### src/rtl/vga_clk_pkg.sv
// VGA pixel clock divider: shared defaults and width helper.
// Used by the divider top and its lock counter.
package vga_clk_pkg;

  localparam int DIV_DEF  = 2;
  localparam int LOCK_DEF = 16;

  function automatic int cnt_w(input int n);
    return (n <= 2) ? 1 : $clog2(n);
  endfunction

endpackage

### src/rtl/vga_clk_lock_ctr.sv
// Saturating count of divided-clock periods since reset;
// raises locked on the tick after the count saturates.
module vga_clk_lock_ctr
  import vga_clk_pkg::*;
#(
  parameter int LOCK_CYCLES = LOCK_DEF
) (
  input  logic refclk,
  input  logic rst,
  input  logic tick,
  output logic locked
);

  localparam int LW = cnt_w(LOCK_CYCLES + 1);
  localparam logic [LW-1:0] LIM = LW'(LOCK_CYCLES);

  if (LOCK_CYCLES < 1) begin : g_bad_lock
    $error("LOCK_CYCLES must be >= 1");
  end

  logic [LW-1:0] cnt_q = '0;
  logic [LW-1:0] cnt_d;
  logic          lk_q  = 1'b0;
  logic          lk_d;

  always_comb begin
    cnt_d = cnt_q;
    lk_d  = lk_q;
    if (tick) begin
      if (cnt_q == LIM) lk_d = 1'b1;
      else cnt_d = cnt_q + 1'b1;
    end
  end

  always_ff @(posedge refclk) begin
    if (rst) begin
      cnt_q <= '0;
      lk_q  <= 1'b0;
    end else begin
      cnt_q <= cnt_d;
      lk_q  <= lk_d;
    end
  end

  assign locked = lk_q;

endmodule

### src/rtl/vga_clk_divider.sv
// Integer refclk divider producing the VGA pixel clock,
// a refclk-domain rising-edge tick and a lock indication.
module vga_clk_divider
  import vga_clk_pkg::*;
#(
  parameter int DIV         = DIV_DEF,
  parameter int LOCK_CYCLES = LOCK_DEF,
  parameter bit DUTY50_ODD  = 1'b1
) (
  input  logic refclk,
  input  logic rst,
  output logic outclk_0,
  output logic tick,
  output logic locked
);

  localparam int CW    = cnt_w(DIV);
  localparam bit ODD   = (DIV % 2) != 0;
  localparam bit SPLIT = ODD && DUTY50_ODD;
  localparam int HIGH  = !ODD       ? DIV / 2 :
                         DUTY50_ODD ? (DIV - 1) / 2 :
                                      (DIV + 1) / 2;
  localparam logic [CW-1:0] LAST = CW'(DIV - 1);
  localparam logic [CW-1:0] HI_W = CW'(HIGH);

  if (DIV < 2) begin : g_bad_div
    $error("DIV must be >= 2");
  end
  if (LOCK_CYCLES < 1) begin : g_bad_lock
    $error("LOCK_CYCLES must be >= 1");
  end

  // cnt starts at DIV-1 so the first released edge wraps and rises
  logic [CW-1:0] cnt_q  = LAST;
  logic [CW-1:0] cnt_d;
  logic          a_q    = 1'b0;
  logic          a_d;
  logic          tick_q = 1'b0;
  logic          tick_d;

  always_comb begin
    cnt_d  = (cnt_q == LAST) ? '0 : cnt_q + 1'b1;
    a_d    = cnt_d < HI_W;
    tick_d = cnt_d == '0;
  end

  always_ff @(posedge refclk) begin
    if (rst) begin
      cnt_q  <= LAST;
      a_q    <= 1'b0;
      tick_q <= 1'b0;
    end else begin
      cnt_q  <= cnt_d;
      a_q    <= a_d;
      tick_q <= tick_d;
    end
  end

  // half-cycle stretch of a gives 50% duty for odd ratios
  if (SPLIT) begin : g_split
    logic b_q = 1'b0;
    always_ff @(negedge refclk) b_q <= a_q;
    assign outclk_0 = a_q | b_q;
  end else begin : g_plain
    assign outclk_0 = a_q;
  end

  assign tick = tick_q;

  vga_clk_lock_ctr #(
    .LOCK_CYCLES(LOCK_CYCLES)
  ) u_lock (
    .refclk(refclk),
    .rst   (rst),
    .tick  (tick_d),
    .locked(locked)
  );

endmodule

### config.mk
export PLATFORM = sky130hd
export DESIGN_NAME = vga_clk_divider
export DESIGN_NICKNAME = d
export VERILOG_FILES = /design/src/rtl/vga_clk_pkg.sv /design/src/rtl/vga_clk_lock_ctr.sv /design/src/rtl/vga_clk_divider.sv
export SDC_FILE = /design/constraint.sdc
export NUM_CORES = 1
export LEC_CHECK = 0
export CORE_AREA = 2 2 39 41
export CTS_BUF_LIST = sky130_fd_sc_hd__clkbuf_16
export CTS_CLUSTER_DIAMETER = 60
export CTS_CLUSTER_SIZE = 25
export DETAILED_ROUTE_END_ITERATION = 16
export DIE_AREA = 0 0 41 43
export PLACE_DENSITY = 0.47
export SYNTH_ARGS = -nofsm -noshare
export SYNTH_HDL_FRONTEND = slang
export SYNTH_SLANG_ARGS = --single-unit
### constraint.sdc
create_clock -name refclk -period 1.4 [get_ports refclk]
set_clock_uncertainty 0.1 [all_clocks]
set_input_delay 0.28 -clock refclk [delete_from_list [all_inputs] [get_ports refclk]]
set_output_delay 0.28 -clock refclk [all_outputs]
set_load 0.005 [all_outputs]
Word-level counts from Yosys, hierarchy flattened
Cells that the tools add are included.
- add/sub/neg operators: 2
- multipliers: 0
- div/mod/pow operators: 0
- magnitude comparators: 1
- eq/ne operators: 1
- shifts and indexed selects: 0
- mux-type cells: 1
- bitwise gates (word level): 2
- reductions and logical operators: 2
- operators with widths (kind ; count):
    adder 5 x 1 -> 5 bit (second input constant) ; 1
    == test 5 bit (second input constant) ; 1
    AND reduction 2 bit ; 2
    inverter 1 bit ; 2
    adder 1 bit (second input constant) ; 1
    < comparator 1 bit (second input constant) ; 1
    two-way mux 1 bit ; 1
- register bits: 9
- latch bits: 0
- RAM bits: 0
- memory bits (read-only): 0
- logic and storage cells: 14
- memories kept: 0

Depth between registers and ports, before layout
Gate-level depths: netlist of the first run.
- depth after elaboration: 4
- depth in mapped cells: 5
- gate-level depth less buffers: 5

Cells and area by module
Synthesis of the first run repeated with hierarchy kept, for this count alone.
- cells, all modules: 35
- area, all modules: 344.1 µm²
- by module, submodules not included (module ; instances ; cells an instance ; area each (µm²)):
    vga_clk_lock_ctr ; 1 ; 30 ; 284.0
    vga_clk_divider ; 1 ; 5 ; 60.1

Worst setup path before layout of the first run
OpenSTA, ideal clock, no wires.
- path type: register -> register
- from: register u_lock.cnt_q[0]
- to: register u_lock.cnt_q[0]
- arrival time: 1.252 ns
- setup slack: -0.073 ns
- cell stages (with the launch flop): 6
- path buffers: 0
- period minus slack after synthesis: 1.473 ns
- cells stage by stage: dfxtp_1 -> inv_1 -> ha_1 -> and4bb_2 -> nor2b_4 -> mux2_4
- word-level cells in the longest chain between the ends: 3
- elaborated cells on any way between the ends: 4
- those cells by class: 1 x add/sub; 1 x eq/ne; 1 x bitwise; 1 x reduce/logical
- RTL lines (item ; RTL line ; source):
    start: declaration ; vga_clk_lock_ctr.sv:21 ; logic [LW-1:0] cnt_q = '0;
    start signal: assignment ; vga_clk_lock_ctr.sv:40 ; cnt_q <= cnt_d;
    branches (longest 3 deep; another with adder 5 x 1 -> 5 bit) ; n/a ;
Several ways; the timed one is not identified.
A chain may end at the register's enable or synchronous reset.

Worst setup path in the final report of the first run
Ends and elaborated chain as after synthesis.

==> results of run 1 <==
## logic make-up (layout without fill, tap and decap cells)
kind of cell,count (synthesis),after routing,share of synthesized area
AOI/OAI and AO/OA,1,1,0.0143
xor gates and xnor gates,3,3,0.0750
adders and majority gates,2,2,0.0714
buffers and inverters,5,18,0.0643
DFF,8,8,0.457
muxes,2,2,0.0714
and+or+nand+nor,14,14,0.246
## per-layer routing
| metal | routed length (um) | share of wire | global-route usage | up-vias |
|---|---|---|---|---|
| met1 | 276 | 0.47 | 0.111 | 121 |
| li1 | - | - | - | 138 |
| met5 | 0 | 0 | 0 | - |
| met3 | 16 | 0.027 | 0.0628 | 0 |
| met2 | 290 | 0.50 | 0.125 | 2 |
| met4 | 0 | 0 | 0.0600 | 0 |
## worst max-delay path by stage
stage,end,startpoint,slack (ns),cells past startpoint
finish,u_lock.cnt_q[0]$_SDFFE_PP0P_,u_lock.cnt_q[0]$_SDFFE_PP0P_,0.007,5
detailed placement,u_lock.cnt_q[0]$_SDFFE_PP0P_,u_lock.cnt_q[1]$_SDFFE_PP0P_,-0.02,5
CTS,u_lock.cnt_q[0]$_SDFFE_PP0P_,u_lock.cnt_q[1]$_SDFFE_PP0P_,-0.0002,5
global route,u_lock.cnt_q[0]$_SDFFE_PP0P_,u_lock.cnt_q[0]$_SDFFE_PP0P_,-0.04,5
global placement,u_lock.cnt_q[0]$_SDFFE_PP0P_,u_lock.cnt_q[0]$_SDFFE_PP0P_,-0.002,5
floorplan,u_lock.cnt_q[0]$_SDFFE_PP0P_,u_lock.cnt_q[1]$_SDFFE_PP0P_,-0.01,5
## cells in the final DEF, fill, tap and decap left out
cell type / netlist / routed
ha_1: 2 / 1
and4bb_2: 1 / 1
a21oi_1: 1 / 1
mux2i_1: 1 / 1
clkdlybuf4s50_1: 0 / 1
nand2_1: 1 / 1
nand4_1: 2 / 2
nor2_1: 4 / 4
nor2b_1: 1 / 1
buf_4: 1 / 8
nand2b_1: 2 / 2
mux2_4: 1 / 1
inv_1: 3 / 1
ha_4: 0 / 1
dfxtp_2: 0 / 2
dfxtp_1: 8 / 6
inv_2: 0 / 2
clkbuf_16: 0 / 3
dlygate4sd2_1: 0 / 3
nor3_1: 2 / 2
xor2_1: 3 / 3
nor2b_4: 1 / 1
## stage by stage
step / total power [W] / utilization / area (um^2) / setup TNS, ns / std cells
floorplan: 0.000298 / - / 355 / -0.00958 / 35
global placement: 0.000331 / 0.325 / 449 / -0.00210 / 59
detailed placement: 0.000334 / 0.325 / 449 / -0.0197 / 59
CTS: 0.000833 / 0.394 / 546 / -0.000195 / 64
global route: 0.000854 / 0.394 / 546 / -0.0365 / 64
finish: 0.000815 / 0.394 / 546 / 0 / 64
## area by class of cell
type,instances,area [um^2]
fillers,138,838
repair buffers,12,96.3
multi-input cells,22,180
clock buffers,3,75.1
inverters,3,11.3
well taps,16,20.0
flip-flops and latches,8,163
## worst reg2reg max path, cell delays in order (launching register included)
cell and delay [ns]:
dfxtp_2 0.32, inv_2 0.05, ha_4 0.14, and4bb_2 0.24, nor2b_4 0.13, mux2_4 0.29
## timing repair
| action | 4_1_cts | 5_1_grt |
|---|---|---|
| buffers inserted | 2 | 0 |
| endpoints found under the setup margin | 4 | 2 |
| gates resized for setup | 4 | 0 |
| pin swaps | 0 | 2 |
## state kept, by name (all words and copies together) (netlist names)
signal / count
u_lock.cnt_q: 5
cnt_q: 1
outclk_0: 1
u_lock.locked: 1
## power by group through the flow
stage	sequential [W]	combinational [W]	clock, W
2_1_floorplan	0.000259	0.0000386	0
3_3_place_gp	0.000257	0.0000739	0
3_5_place_dp	0.000259	0.0000755	0
4_1_cts	0.000254	0.0000918	0.000488
5_1_grt	0.000255	0.000100	0.000499
6_report	0.000254	0.0000889	0.000472
==> results.yml, run 1 <==
synthesis:
  ys_seq_area_frac: 0.457
  synth_async_sr_flop_share: 0
  yosysWarnings: 0
  synth_area_leader_cell: "dfxtp_1"
  synth_top_area_frac: 0.457
  synthMostInstantiatedCell: "dfxtp_1"
  syn_inst: 35
  netlist_top_cells_area: "dfxtp_1 46%, xor2_1 7.5%, ha_1 7.1%"
  synth-seq-cells: 8
  synth.avg_cell_area_um2: 10.0
  synth_ff_type: "dfxtp_1"
  netlist_area_um2: 350
  synth_edf_count: 0
  syn_nets: 39
  ys_top_cells_by_count: "8 x dfxtp_1, 4 x nor2_1, 3 x inv_1, 3 x xor2_1"
  ys_types: 17
critical_path:
  cpMaxStageDelayCell: "dfxtp_2"
  worst_ep_arrival_time_ns: 1.40
  cp-start-kind: "flop"
  regToRegEndpoint: "u_lock.cnt_q[0]$_SDFFE_PP0P_"
  crit_fanout: 2
  r2r_cells: 5
  path_cells: "inv_2, ha_4, and4bb_2, nor2b_4, mux2_4"
  critPathCaptureType: "flop"
  rrSetupSlack_ns: 0.007
  critical_path_class: "flop to flop"
  path_buf_inv: 1
  path_delay_family: "simple AND/OR/NAND/NOR gates"
  critPathMaxStageDelay_ns: 0.32
  r2r-start: "u_lock.cnt_q[0]$_SDFFE_PP0P_"
  required_ns: 1.41
floorplan:
  rows: 14
  core_area_mm2: 0.00138
  die_w_um: 41
  die_height_um: 43
  die_area_mm2: 0.00176
  initial_core_util: 0.253
  pin_count: 5
sta:
  relSlewSlack: 0.874
  setup_violations: 0
  min_period_ns: 1.39
  setup_slack_ns: 0.00748
  worst_pin_slew_ns: 0.188
  hold_viol_final: 0
  rsz0062_at_grt: "true"
  fmax_ghz: 0.718
  slew_violations: 0
  holdWs_ns: 0.360
  fin_crit_sh: 0.995
worst_hold_path:
  holdCritPathClass: "flop to flop"
  worstHoldEndpoint: "u_lock.locked$_SDFFE_PP0P_"
  min_from: "u_lock.locked$_SDFFE_PP0P_"
  holdPathStages: 2
grt:
  grt_overflow: 0
  first_global_vias: 275
  antenna_found_initial: 0
  grt_usage: 0.0958
  grt_max_degree: 7
  grt_first_pass_wirelength_mm: 1.06
power:
  internal_power_w: 0.000667
  clkPwrFrac: 0.579
  p_sw_w: 0.000148
  swShare: 0.182
  p_per_area_mw_per_mm2: 1490
  seqPwrFrac: 0.312
  ir_worst_vdd_uv: 820
  combPwrFrac: 0.109
  leakagePower_nw: 0.250
place:
  gp_congestion: 0.675
  hpwl_um: 443
  port_buffers: 4
  place_ws_ns: -0.0197
routing:
  drt_pass1_iterations: 2
  vias_per_cell: 4.08
  post-route-drc-count: 0
  wirelength_um: 583
  ant_nets: 0
  routedWlPerCell_um: 9.11
  drt_iter0_drc: 1
  via_count: 261
finish:
  drive_gt1_frac: 0.396
  areaGrowthSynthToFinish_pct: 55.7
  antenna_cells: 0
  nets: 54
clock_tree:
  cts_tree: "built"
  cts-root-buf: "clkbuf_16"
  clk_latency_ns: 0.23
  cts.sinks: 8
  cts_htree_levels: 1
  clk_pin_slew_ns: 0.03
  cts_hold_buf: 0
  cts_buffers: 3
  clockBufferDepth: 2
run:
  cap_violations: 0
outcome:
  outcome: "finished clean"
Note: power is estimated with default switching activity, not from simulation.
==> run 2, diff against run 1 <==
--- a/config.mk
+++ b/config.mk
@@ -12,6 +12,7 @@
 export DETAILED_ROUTE_END_ITERATION = 16
 export DIE_AREA = 0 0 41 43
 export PLACE_DENSITY = 0.47
+export SKIP_LAST_GASP = 1
 export SYNTH_ARGS = -nofsm -noshare
 export SYNTH_HDL_FRONTEND = slang
 export SYNTH_SLANG_ARGS = --single-unit
==> results of run 2 <==
Same layout as run 1: the final DEF is identical, and so are final timing and power.
